[src/rtl/karatsuba_seq.sv]
// karatsuba_seq: multi-cycle signed/unsigned Karatsuba multiplier sharing one (WIDTH/2+1)-bit multiplier
module karatsuba_seq #(
    parameter int WIDTH     = 8,
    parameter bit SIGNED_EN = 1'b1
) (
    input  logic                 clock,
    input  logic                 reset,
    input  logic                 start,
    input  logic                 is_signed,
    input  logic [WIDTH-1:0]     X,
    input  logic [WIDTH-1:0]     Y,
    output logic                 busy,
    output logic                 done,
    output logic [2*WIDTH-1:0]   Z
);
    localparam int H = WIDTH / 2;

    if (WIDTH % 2 != 0 || WIDTH < 4) begin : g_bad_width
        $error("karatsuba_seq: WIDTH must be even and >= 4");
    end

    typedef enum logic [2:0] {IDLE, LOAD, MUL_LL, MUL_HH, MUL_MID, COMB} state_t;

    state_t               state_q, state_d;
    logic [WIDTH-1:0]     x_q, x_d, y_q, y_d, a_q, a_d, b_q, b_d;
    logic                 sgn_q, sgn_d, neg_q, neg_d, done_q, done_d;
    logic [WIDTH-1:0]     p_ll_q, p_ll_d, p_hh_q, p_hh_d;
    logic [2*H+1:0]       p_mid_q, p_mid_d;
    logic [2*WIDTH-1:0]   z_q, z_d;
    logic [H:0]           mul_a, mul_b;
    logic [2*H+1:0]       mul_p, m;
    logic [2*WIDTH-1:0]   u;

    always_ff @(posedge clock) begin
        if (reset) state_q <= IDLE;
        else       state_q <= state_d;
    end

    always_comb begin
        state_d = state_q;
        case (state_q)
            IDLE:    state_d = start ? LOAD : IDLE;
            LOAD:    state_d = MUL_LL;
            MUL_LL:  state_d = MUL_HH;
            MUL_HH:  state_d = MUL_MID;
            MUL_MID: state_d = COMB;
            default: state_d = IDLE;
        endcase
    end

    always_comb begin
        busy = state_q != IDLE;
        done = done_q;
        Z    = z_q;
    end

    // One shared multiplier; the middle term needs the extra carry bit of each half-sum
    always_comb begin
        mul_a = state_q == MUL_LL ? {1'b0, a_q[H-1:0]} :
                state_q == MUL_HH ? {1'b0, a_q[WIDTH-1:H]} :
                {1'b0, a_q[WIDTH-1:H]} + {1'b0, a_q[H-1:0]};
        mul_b = state_q == MUL_LL ? {1'b0, b_q[H-1:0]} :
                state_q == MUL_HH ? {1'b0, b_q[WIDTH-1:H]} :
                {1'b0, b_q[WIDTH-1:H]} + {1'b0, b_q[H-1:0]};
        mul_p = {{(H+1){1'b0}}, mul_a} * {{(H+1){1'b0}}, mul_b};
    end

    always_comb begin
        m = p_mid_q - {2'b00, p_hh_q} - {2'b00, p_ll_q};
        u = {p_hh_q, {WIDTH{1'b0}}} + ({{(WIDTH-2){1'b0}}, m} << H) + {{WIDTH{1'b0}}, p_ll_q};
        x_d     = x_q;
        y_d     = y_q;
        sgn_d   = sgn_q;
        a_d     = a_q;
        b_d     = b_q;
        neg_d   = neg_q;
        p_ll_d  = p_ll_q;
        p_hh_d  = p_hh_q;
        p_mid_d = p_mid_q;
        z_d     = z_q;
        done_d  = state_q == COMB;
        if (state_q == IDLE && start) begin
            x_d   = X;
            y_d   = Y;
            sgn_d = is_signed & SIGNED_EN;
        end
        if (state_q == LOAD) begin
            a_d   = (sgn_q && x_q[WIDTH-1]) ? -x_q : x_q;
            b_d   = (sgn_q && y_q[WIDTH-1]) ? -y_q : y_q;
            neg_d = sgn_q & (x_q[WIDTH-1] ^ y_q[WIDTH-1]);
        end
        if (state_q == MUL_LL) p_ll_d = mul_p[2*H-1:0];
        if (state_q == MUL_HH) p_hh_d = mul_p[2*H-1:0];
        if (state_q == MUL_MID) p_mid_d = mul_p;
        if (state_q == COMB) z_d = neg_q ? -u : u;
    end

    always_ff @(posedge clock) begin
        if (reset) begin
            x_q     <= '0;
            y_q     <= '0;
            sgn_q   <= 1'b0;
            a_q     <= '0;
            b_q     <= '0;
            neg_q   <= 1'b0;
            p_ll_q  <= '0;
            p_hh_q  <= '0;
            p_mid_q <= '0;
            z_q     <= '0;
            done_q  <= 1'b0;
        end else begin
            x_q     <= x_d;
            y_q     <= y_d;
            sgn_q   <= sgn_d;
            a_q     <= a_d;
            b_q     <= b_d;
            neg_q   <= neg_d;
            p_ll_q  <= p_ll_d;
            p_hh_q  <= p_hh_d;
            p_mid_q <= p_mid_d;
            z_q     <= z_d;
            done_q  <= done_d;
        end
    end
endmodule

[config.mk]
export PLATFORM = sky130hd
export DESIGN_NAME = karatsuba_seq
export DESIGN_NICKNAME = d
export VERILOG_FILES = /design/src/rtl/karatsuba_seq.sv
export SDC_FILE = /design/constraint.sdc
export NUM_CORES = 1
export LEC_CHECK = 0
export ABC_AREA = 1
export CORE_MARGIN = 2
export CORE_UTILIZATION = 47
export CTS_CLUSTER_DIAMETER = 100
export DETAILED_ROUTE_END_ITERATION = 8
export HOLD_SLACK_MARGIN = 0.12
export PLACE_DENSITY = 0.66
export SLEW_MARGIN = 20
export SYNTH_ARGS = -nofsm -noshare
export SYNTH_HDL_FRONTEND = slang
export SYNTH_SLANG_ARGS = --single-unit
[constraint.sdc]
create_clock -name clock -period 5.1 [get_ports clock]
set_input_delay 1.53 -clock clock [delete_from_list [all_inputs] [get_ports clock]]
set_output_delay 1.53 -clock clock [all_outputs]
set_load 0.02 [all_outputs]
==> results of run 1 <==
==> power by group through the flow <==
stage | logic [µW] | clock network (µW) | registers, µW
4_1_cts | 1460 | 715 | 737
6_report | 1450 | 700 | 737
2_1_floorplan | 1130 | 0 | 732
3_3_place_gp | 1430 | 0 | 749
5_1_grt | 1660 | 739 | 745
3_5_place_dp | 1440 | 0 | 751
==> layout by cell type, fill, tap and decap left out, types with 2 or more instances in the layout <==
master	netlist	routed
nor3_1	8	7
inv_1	136	136
a21oi_2	2	2
o21ai_0	75	75
a21oi_1	90	90
o211ai_1	2	2
a21o_1	2	2
nand2_2	11	11
nor2_4	3	3
a31oi_1	4	4
o21bai_1	2	2
nand3_1	35	34
inv_2	3	3
clkinv_4	0	2
nand3_2	1	2
nand2_1	121	121
bufinv_16	0	2
nor2_1	60	60
nor3_2	2	2
xnor2_1	9	9
nor2_2	3	3
o22ai_1	5	5
nand4_1	6	6
o221ai_1	4	4
dfxtp_1	80	80
fa_1	20	20
buf_4	0	4
ha_1	48	48
clkbuf_16	0	9
xor2_1	23	23
clkdlybuf4s50_1	0	37
o21a_1	5	5
o21ai_1	5	5
==> per-stage QoR <==
step	hold slack, ps	area, µm²	cells
after global routing	505	6520	977
final	484	6520	977
after floorplan	449	5710	799
after global placement	472	6190	961
after detailed placement	478	6190	961
after CTS	488	6510	977
==> layer usage <==
layer,GRT usage (%),vias up,wire [µm]
met5,0,-,0
met4,6.34,0,272
met3,3.97,16,411
met2,40.2,79,6810
met1,26.2,2360,5930
li1,-,2641,-
==> flip-flops by register name, summed over array words and instances (netlist names) <==
register	flops
Z	16
a_q	8
b_q	8
done	1
neg_q	1
p_hh_q	8
p_ll_q	8
p_mid_q	10
sgn_q	1
state_q	3
x_q	8
y_q	8
==> cells by family (layout without fill, tap and decap cells) <==
logic type | Yosys count | after routing | share of synthesized area, %
AO/OA/AOI/OAI | 201 | 201 | 19.1
XOR/XNOR | 32 | 32 | 4.91
adder cells (fa/ha/maj) | 68 | 68 | 17.5
buffers and inverters | 166 | 197 | 11.2
flip-flops | 80 | 80 | 28.1
AND/OR/NAND/NOR | 252 | 252 | 19.2
==> how the worst min path moves through the flow <==
stage	startpoint	to	cells after the start
global placement	y_q[6]$_SDFFE_PP0P_	y_q[6]$_SDFFE_PP0P_	2
finish	y_q[6]$_SDFFE_PP0P_	y_q[6]$_SDFFE_PP0P_	2
global route	y_q[7]$_SDFFE_PP0P_	y_q[7]$_SDFFE_PP0P_	2
CTS	y_q[6]$_SDFFE_PP0P_	y_q[6]$_SDFFE_PP0P_	2
floorplan	y_q[6]$_SDFFE_PP0P_	y_q[6]$_SDFFE_PP0P_	2
detailed placement	y_q[7]$_SDFFE_PP0P_	y_q[7]$_SDFFE_PP0P_	2
==> layout make-up <==
cell class              instances  share of cell area, %
clock buffers                  10                   3.51
clock inverters                 6                   1.40
inverters                     140                   8.07
multi-input cells             553                   53.5
flip-flops and latches         80                   24.6
well taps                     147                   2.82
repair buffers                 41                   6.15
==> worst reg2reg max path, stage by stage (launching register included) <==
cell,delay [ps]
dfxtp_1,440
inv_2,50
nor2_2,110
inv_2,70
nor2_4,160
inv_1,310
o211ai_2,240
o21ai_1,130
inv_1,140
nand2_1,80
fa_1,500
fa_1,520
fa_1,540
inv_1,40
ha_1,340
a21oi_1,170
nand2_1,110
a21oi_1,130
o21ai_0,100
xor2_1,180
o21ai_0,170
inv_1,50
==> results.yml, run 1 <==
cts:
  h-tree-depth: 3
  cts_setup_buffers: 0
  worst_setup_hold_path_clk_slew_ps: 60
  clock_latency_ps: 340
  cts_tree: "done"
  clk_path_buf_depth: 2
  cts_root_buf: "clkbuf_16"
  hold_buffers: 0
  cts.sinks: 80
  cts_made_buffers: 9
  cts_resized: 0
drt:
  drt_pass1_iterations: 4
  drtAntennaViolNets: 0
  drtIter0Drc: 270
  drc_errors: 0
  finalWirelength_um: 13400
  num_vias: 5096
  wire_per_inst_um: 13.7
  vias_per_cell: 5.22
synth:
  synth_seq_area_share_pct: 28.1
  yosysMostFrequentCell: "inv_1"
  synth_largest_area_cell: "dfxtp_1"
  synthFlopType: "dfxtp_1"
  ys_ff_latch: 80
  yosysTopAreaCellShare_pct: 28.1
  synth.distinct_cells: 39
  syn_area_um2: 5710
  synth_edf_count: 0
  synth_nets: 887
  synthTopCellsByArea: "dfxtp_1, ha_1, inv_1"
  ys_warn_count: 0
  syn_avg_cell_area_um2: 7.14
  syn_inst: 799
  netlist_top_cells_count: "inv_1, nand2_1, a21oi_1"
  async_reset_ff_share_pct: 0
layout:
  syn_to_final_growth_pct: 14.2
  final_util_pct: 54.7
  seq_area_um2: 1600
  fill_cells: 1197
  multiInputGateArea_um2: 3480
  n_antenna_cell: 0
  drive_above_1_share_pct: 5.78
  finalNetCount: 913
job:
  maxCapViolCount: 0
power_and_ir_drop:
  p_leak_uw: 0.00312
  p_sw_share_pct: 43.3
  p_int_uw: 1640
  combPwrFrac_pct: 50.2
  seqPwrFrac_pct: 25.5
  p_per_area_nw_per_um2: 443
  power_frac_clock_pct: 24.2
  peakVddDrop_mv: 0.183
  total_power_uw: 2890
  p_switching_uw: 1250
floorplanning:
  initial_core_util_pct: 47.9
  dieArea_um2: 13000
  placeableCoreArea_um2: 11900
  ios: 38
  chipHeight_um: 114
  rows: 40
  die_w_um: 114
hold_path:
  hold_class: "register to register"
run_status:
  status: "finished clean"
setup_path:
  crit_family: "adder cells"
  critPathBufInv: 6
  crit_arrival_ps: 4910
  crit_path_end_kind: "register"
  start_kind: "register"
  r2r_slack_ps: 430
  cp-endpoint: "p_ll_q[7]$_SDFFE_PP0P_"
  r2r-start: "state_q[1]$_SDFF_PP0_"
  max_stage_delay_ps: 540
  crit_type: "register to register"
  reg2regPathDepth: 21
  path_common_cell: "inv_1"
  critical-path-slowest-cell: "fa_1"
  reg2reg_to: "p_ll_q[7]$_SDFFE_PP0P_"
  crit_chain: "inv_2 > nor2_2 > inv_2 > nor2_4 > inv_1 > o211ai_2 > o21ai_1 > inv_1 > nand2_1 > fa_1 > fa_1 > fa_1 > inv_1 > ha_1 > a21oi_1 > nand2_1 > a21oi_1 > o21ai_0 > xor2_1 > o21ai_0 > inv_1"
  cp-startpoint: "state_q[1]$_SDFF_PP0_"
  path_depth: 21
  cp.required_ps: 5340
  worstPathMaxFanout: 20
sta:
  finalHoldViolCount: 0
  finalMaxSlewViolations: 0
  fin_crit_ps: 4670
  rsz0062_at_grt: "no"
  fin_tns_setup_ps: 0
  tightestPinTransition_ps: 759
  final.period_utilization_pct: 91.6
  fin_worst_skew_ps: 6.49
  fmax_ghz: 0.214
  relSlewSlack_pct: 49.2
  setup_ws_ps: 426
  setup_viol: 0
global_routing:
  antenna_found_initial: 0
  track_usage_pct: 22.0
  grt_max_degree: 49
  grt_overflow_total: 0
  grt_first_pass_wirelength_um: 22900
  grt_pass1_vias: 4927
place:
  hpwl_um: 10600
  io_buffers: 37
  globalplace.congestion: 0.881
  dp_slack_ps: 469
Power figures use the tool's default switching activity.
==> run 2: changes to the inputs <==
--- a/config.mk
+++ b/config.mk
@@ -6,12 +6,13 @@
 export NUM_CORES = 1
 export LEC_CHECK = 0
 export ABC_AREA = 1
-export CORE_MARGIN = 2
+export CORE_MARGIN = 10
 export CORE_UTILIZATION = 47
 export CTS_CLUSTER_DIAMETER = 100
 export DETAILED_ROUTE_END_ITERATION = 8
 export HOLD_SLACK_MARGIN = 0.12
 export PLACE_DENSITY = 0.66
+export SETUP_SLACK_MARGIN = 0.1
 export SLEW_MARGIN = 20
 export SYNTH_ARGS = -nofsm -noshare
 export SYNTH_HDL_FRONTEND = slang
==> run 2 against run 1 <==
Compared with the run above: sequential share of layout area rose by 0.081 points; worst hold slack improved by 8.3 ps; utilization fell by 0.41 points; design area fell by 0.33%; fmax rose by 3.1%; clock power fell by 10%; total power fell by 2.3%; clock skew rose by 4.3 ps; critical path depth fell by 2; worst setup slack improved by 140 ps; non-clock buffer count rose by 2; first-iteration DRC count fell by 1.5%.
==> results.yml, run 2 (synthesis gave the netlist of run 1 again) <==
global_routing:
  grt_first_pass_wirelength_um: 23300
  grt_max_degree: 49
  grt_overflow_total: 0
  grt_pass1_vias: 4988
  antenna_found_initial: 0
  track_usage_pct: 17.2
floorplanning:
  initial_core_util_pct: 47.7
  dieArea_um2: 16900
  die_w_um: 130
  placeableCoreArea_um2: 12000
  rows: 40
  ios: 38
  chipHeight_um: 130
setup_path:
  r2r_slack_ps: 570
  crit_path_end_kind: "register"
  reg2reg_to: "p_mid_q[7]$_SDFFE_PP0P_"
  reg2regPathDepth: 19
  crit_type: "register to register"
  worstPathMaxFanout: 4
  cp.required_ps: 5340
  cp-endpoint: "p_mid_q[7]$_SDFFE_PP0P_"
  r2r-start: "b_q[0]$_SDFFE_PP0P_"
  crit_arrival_ps: 4770
  cp-startpoint: "b_q[0]$_SDFFE_PP0P_"
  start_kind: "register"
place:
  dp_slack_ps: 575
  io_buffers: 37
  hpwl_um: 11000
  globalplace.congestion: 0.914
power_and_ir_drop:
  seqPwrFrac_pct: 26.1
  combPwrFrac_pct: 51.7
  p_per_area_nw_per_um2: 435
  p_leak_uw: 0.00310
  p_switching_uw: 1270
  p_sw_share_pct: 44.9
  peakVddDrop_mv: 0.296
  p_int_uw: 1560
  power_frac_clock_pct: 22.2
cts:
  h-tree-depth: 3
  clk_path_buf_depth: 2
  worst_setup_hold_path_clk_slew_ps: 60
  cts.sinks: 80
  cts_root_buf: "clkbuf_16"
  cts_tree: "done"
  clock_latency_ps: 360
  cts_setup_buffers: 0
  cts_made_buffers: 9
  cts_resized: 0
  hold_buffers: 0
job:
  maxCapViolCount: 0
sta:
  fin_crit_ps: 4530
  fmax_ghz: 0.221
  fin_tns_setup_ps: 0
  rsz0062_at_grt: "no"
  finalHoldViolCount: 0
  tightestPinTransition_ps: 1030
  final.period_utilization_pct: 88.9
  relSlewSlack_pct: 31.2
  holdWs_ps: 492
  setup_viol: 0
  setup_ws_ps: 565
  finalMaxSlewViolations: 0
  fin_worst_skew_ps: 10.8
layout:
  n_antenna_cell: 0
  most-common-layout-cells: "inv_1, nand2_1, a21oi_1"
  final_util_pct: 54.3
  largest_reg_flops: 16
  fill_cells: 1191
  syn_to_final_growth_pct: 13.8
  drive_above_1_share_pct: 6.01
  finalNetCount: 915
  final_common_cell: "inv_1"
drt:
  drt_pass1_iterations: 6
  drtAntennaViolNets: 0
  num_vias: 5138
  wire_per_inst_um: 14.3
  drtIter0Drc: 266
  drc_errors: 0
  vias_per_cell: 5.25
  finalWirelength_um: 14000
hold_path:
  hp-start: "y_q[6]$_SDFFE_PP0P_"
  hold_class: "register to register"
run_status:
  status: "finished clean"
==> run 2: changes by cell type in the layout (fill, tap and decap cells not counted), sizes merged <==
cell	before	now
buf	4	6
bufinv	2	0
clkbuf	10	11
clkinv	4	3
clkinvlp	0	2
==> run 2: routing by layer <==
metal	part of all wire, %	wire length [µm]	up-vias	global-route usage [%]
met1	43	6050	2342	19.3
met3	4.6	637	32	3.57
li1	-	-	2645	-
met4	3.5	482	0	8.86
met5	0	0	-	0
met2	49	6790	119	30.0
==> run 2: cell type report <==
type,instances,area [µm²],share of cell area (%)
multi-input combinational,553,3480,53.6
clock inverter,5,41.3,0.636
sequential,80,1600,24.7
clock buffer,11,243,3.74
timing repair buffer,43,415,6.40
tap,147,184,2.83
inverter,140,526,8.09
==> run 2: power groups by stage <==
stage                     registers (µW)  logic [µW]  clock network (µW)
final                                737        1460                 627
after floorplan                      732        1130                   0
after global routing                 744        1680                 672
after detailed placement             749        1450                   0
after CTS                            736        1460                 638
after global placement               748        1430                   0
==> run 2: worst max-delay path, stage by stage, from the launching register on <==
cell	delay (ps)
dfxtp_1	320
ha_1	230
fa_1	380
or2_2	300
nand3_1	80
nand2_1	50
o21a_1	150
nand2_1	100
fa_1	440
fa_1	520
fa_1	540
inv_1	40
ha_1	350
a21oi_1	170
nand2_1	110
a21oi_1	130
o21ai_0	100
xor2_1	170
o21ai_0	170
inv_1	50
==> run 2: worst min path at each step <==
stage,endpoint,slack (ps),cells after the start
after floorplan,y_q[6]$_SDFFE_PP0P_,450,2
after detailed placement,x_q[7]$_SDFFE_PP0P_,480,2
after global placement,y_q[6]$_SDFFE_PP0P_,480,2
final,y_q[6]$_SDFFE_PP0P_,490,2
after CTS,y_q[6]$_SDFFE_PP0P_,490,2
after global routing,y_q[6]$_SDFFE_PP0P_,520,2
==> run 2: metrics by stage <==
| step | instances | power, µW | cell area [µm²] |
|---|---|---|---|
| finish | 979 | 2820 | 6490 |
| global route | 979 | 3090 | 6490 |
| CTS | 979 | 2840 | 6490 |
| detailed placement | 963 | 2200 | 6200 |
| global placement | 963 | 2180 | 6200 |
| floorplan | 799 | 1870 | 5710 |
==> run 3: changes to the inputs <==
--- a/config.mk
+++ b/config.mk
@@ -7,11 +7,11 @@
 export LEC_CHECK = 0
 export ABC_AREA = 1
 export CORE_MARGIN = 10
-export CORE_UTILIZATION = 47
+export CORE_UTILIZATION = 60
 export CTS_CLUSTER_DIAMETER = 100
 export DETAILED_ROUTE_END_ITERATION = 8
 export HOLD_SLACK_MARGIN = 0.12
-export PLACE_DENSITY = 0.66
+export PLACE_DENSITY = 0.81
 export SETUP_SLACK_MARGIN = 0.1
 export SLEW_MARGIN = 20
 export SYNTH_ARGS = -nofsm -noshare
==> run 3 against run 2 <==
Compared with the run above: final cell count is 1.9% lower; flip-flop and latch count unchanged; sequential power about the same; routed wire length is 3.3% lower; design area is 1.4% lower.
==> results.yml, run 3 (synthesis gave the netlist of run 1 again) <==
run_status:
  status: "finished clean"
setup_path:
  crit_family: "adder cells"
  reg2regPathDepth: 21
  max_stage_delay_ps: 540
  start_kind: "register"
  r2r-start: "state_q[1]$_SDFF_PP0_"
  path_depth: 21
  cp.required_ps: 5350
  crit_path_end_kind: "register"
  crit_arrival_ps: 4850
  path_common_cell: "inv_1"
  critPathBufInv: 6
  crit_type: "register to register"
  critical-path-slowest-cell: "fa_1"
  crit_chain: "inv_2 > nor2_2 > inv_2 > nor2_4 > inv_1 > o211ai_2 > o21ai_1 > inv_1 > nand2_1 > fa_1 > fa_1 > fa_1 > inv_1 > ha_1 > a21oi_1 > nand2_1 > a21oi_1 > o21ai_0 > xor2_1 > o21ai_0 > inv_1"
  r2r_slack_ps: 490
  reg2reg_to: "p_hh_q[7]$_SDFFE_PP0P_"
  worstPathMaxFanout: 20
layout:
  syn_to_final_growth_pct: 12.2
  final_util_pct: 69.3
  most-common-layout-cells: "inv_1, nand2_1, a21oi_1"
  finalNetCount: 914
  drive_above_1_share_pct: 6.02
  stdcell_count: 960
  stdcell_area_um2: 6400
  largest_reg_flops: 16
  n_antenna_cell: 0
  final_common_cell: "inv_1"
cts:
  cts.sinks: 80
  hold_buffers: 0
  clk_path_buf_depth: 2
  worst_setup_hold_path_clk_slew_ps: 100
  cts_setup_buffers: 0
  cts_made_buffers: 9
  clock_latency_ps: 350
  cts_root_buf: "clkbuf_8"
  h-tree-depth: 3
  cts_tree: "done"
floorplanning:
  die_w_um: 118
  rows: 35
  dieArea_um2: 13800
  placeableCoreArea_um2: 9240
  initial_core_util_pct: 61.7
  ios: 38
  chipHeight_um: 118
power_and_ir_drop:
  p_leak_uw: 0.00307
  combPwrFrac_pct: 53.3
  p_switching_uw: 1240
  p_int_uw: 1500
  p_per_area_nw_per_um2: 428
  total_power_uw: 2740
  seqPwrFrac_pct: 26.9
  peakVddDrop_mv: 0.217
  power_frac_clock_pct: 19.9
  p_sw_share_pct: 45.3
sta:
  fin_crit_ps: 4610
  tightestPinTransition_ps: 1070
  fin_tns_setup_ps: 0
  finalMaxSlewViolations: 0
  fin_worst_skew_ps: 16.3
  final.period_utilization_pct: 90.3
  rsz0062_at_grt: "no"
  relSlewSlack_pct: 28.8
  setup_viol: 0
  fmax_ghz: 0.217
  finalHoldViolCount: 0
global_routing:
  grt_max_degree: 49
  grt_overflow_total: 0
  grt_pass1_vias: 5074
  antenna_found_initial: 0
  track_usage_pct: 19.0
  grt_first_pass_wirelength_um: 22500
hold_path:
  hp-start: "y_q[6]$_SDFFE_PP0P_"
  hold_depth: 2
  min_to: "y_q[6]$_SDFFE_PP0P_"
  hold_class: "register to register"
drt:
  vias_per_cell: 5.50
  drtIter0Drc: 301
  drt_pass1_iterations: 5
  drc_errors: 0
  finalWirelength_um: 13500
  drtAntennaViolNets: 0
  num_vias: 5280
  wire_per_inst_um: 14.1
job:
  maxCapViolCount: 0
place:
  hpwl_um: 10700
  io_buffers: 37
  dpl.cell_count: 943
  globalplace.congestion: 0.948
  postPlaceCellArea_um2: 6170
## run 3: changes by cell type in the layout (fill, tap and decap cells not counted), sizes merged
cell / change
inv: -1
clkinvlp: +1
buf: -2
clkbuf: -1
bufinv: +2
## run 3: worst min-delay path: stages, from the launching register on
cell and delay, ps:
dfxtp_1 340, inv_1 60, a21oi_1 50
## run 3: routing by layer
metal,track usage (%),vias to the layer above,wire length [µm]
li1,-,2646,-
met5,0,-,0
met1,20.2,2437,5640
met4,8.42,0,466
met3,4.08,38,707
met2,34.9,159,6700
## run 3: area by class of cell
type	instances	area, µm²
multi-input combinational	553	3480
fill	765	2840
sequential	80	1600
inverter	140	529
timing repair buffer	41	400
tap	129	161
clock buffer	10	138
clock inverter	6	90.1
timing repair inverter	1	5.00
## run 3: repair_timing
action / 4_1_cts / 5_1_grt
resized for setup: 0 / 1
hold endpoints to repair: 0 / 0
endpoints found under the setup margin: 0 / 2
## run 3: through the flow
step                setup WS (ps)  hold WS [ps]
floorplan                     863           449
global placement              619           471
detailed placement            484           475
CTS                           471           488
global route                  122           516
finish                        493           485
## run 3: how the worst max path moves through the flow
| stage | from | endpoint | slack [ps] |
|---|---|---|---|
| 3_5_place_dp | state_q[1]$_SDFF_PP0_ | p_hh_q[7]$_SDFFE_PP0P_ | 480 |
| 6_report | state_q[1]$_SDFF_PP0_ | p_hh_q[7]$_SDFFE_PP0P_ | 490 |
| 4_1_cts | state_q[1]$_SDFF_PP0_ | p_hh_q[7]$_SDFFE_PP0P_ | 470 |
| 3_3_place_gp | state_q[1]$_SDFF_PP0_ | p_ll_q[7]$_SDFFE_PP0P_ | 620 |
| 2_1_floorplan | b_q[0]$_SDFFE_PP0P_ | p_hh_q[7]$_SDFFE_PP0P_ | 860 |
| 5_1_grt | state_q[1]$_SDFF_PP0_ | p_hh_q[7]$_SDFFE_PP0P_ | 120 |
## run 3: power by group through the flow
stage / Clock [µW] / Sequential (µW) / Combinational (µW)
global route: 576 / 744 / 1650
CTS: 552 / 735 / 1460
global placement: 0 / 747 / 1410
detailed placement: 0 / 750 / 1450
floorplan: 0 / 732 / 1130
finish: 545 / 737 / 1460
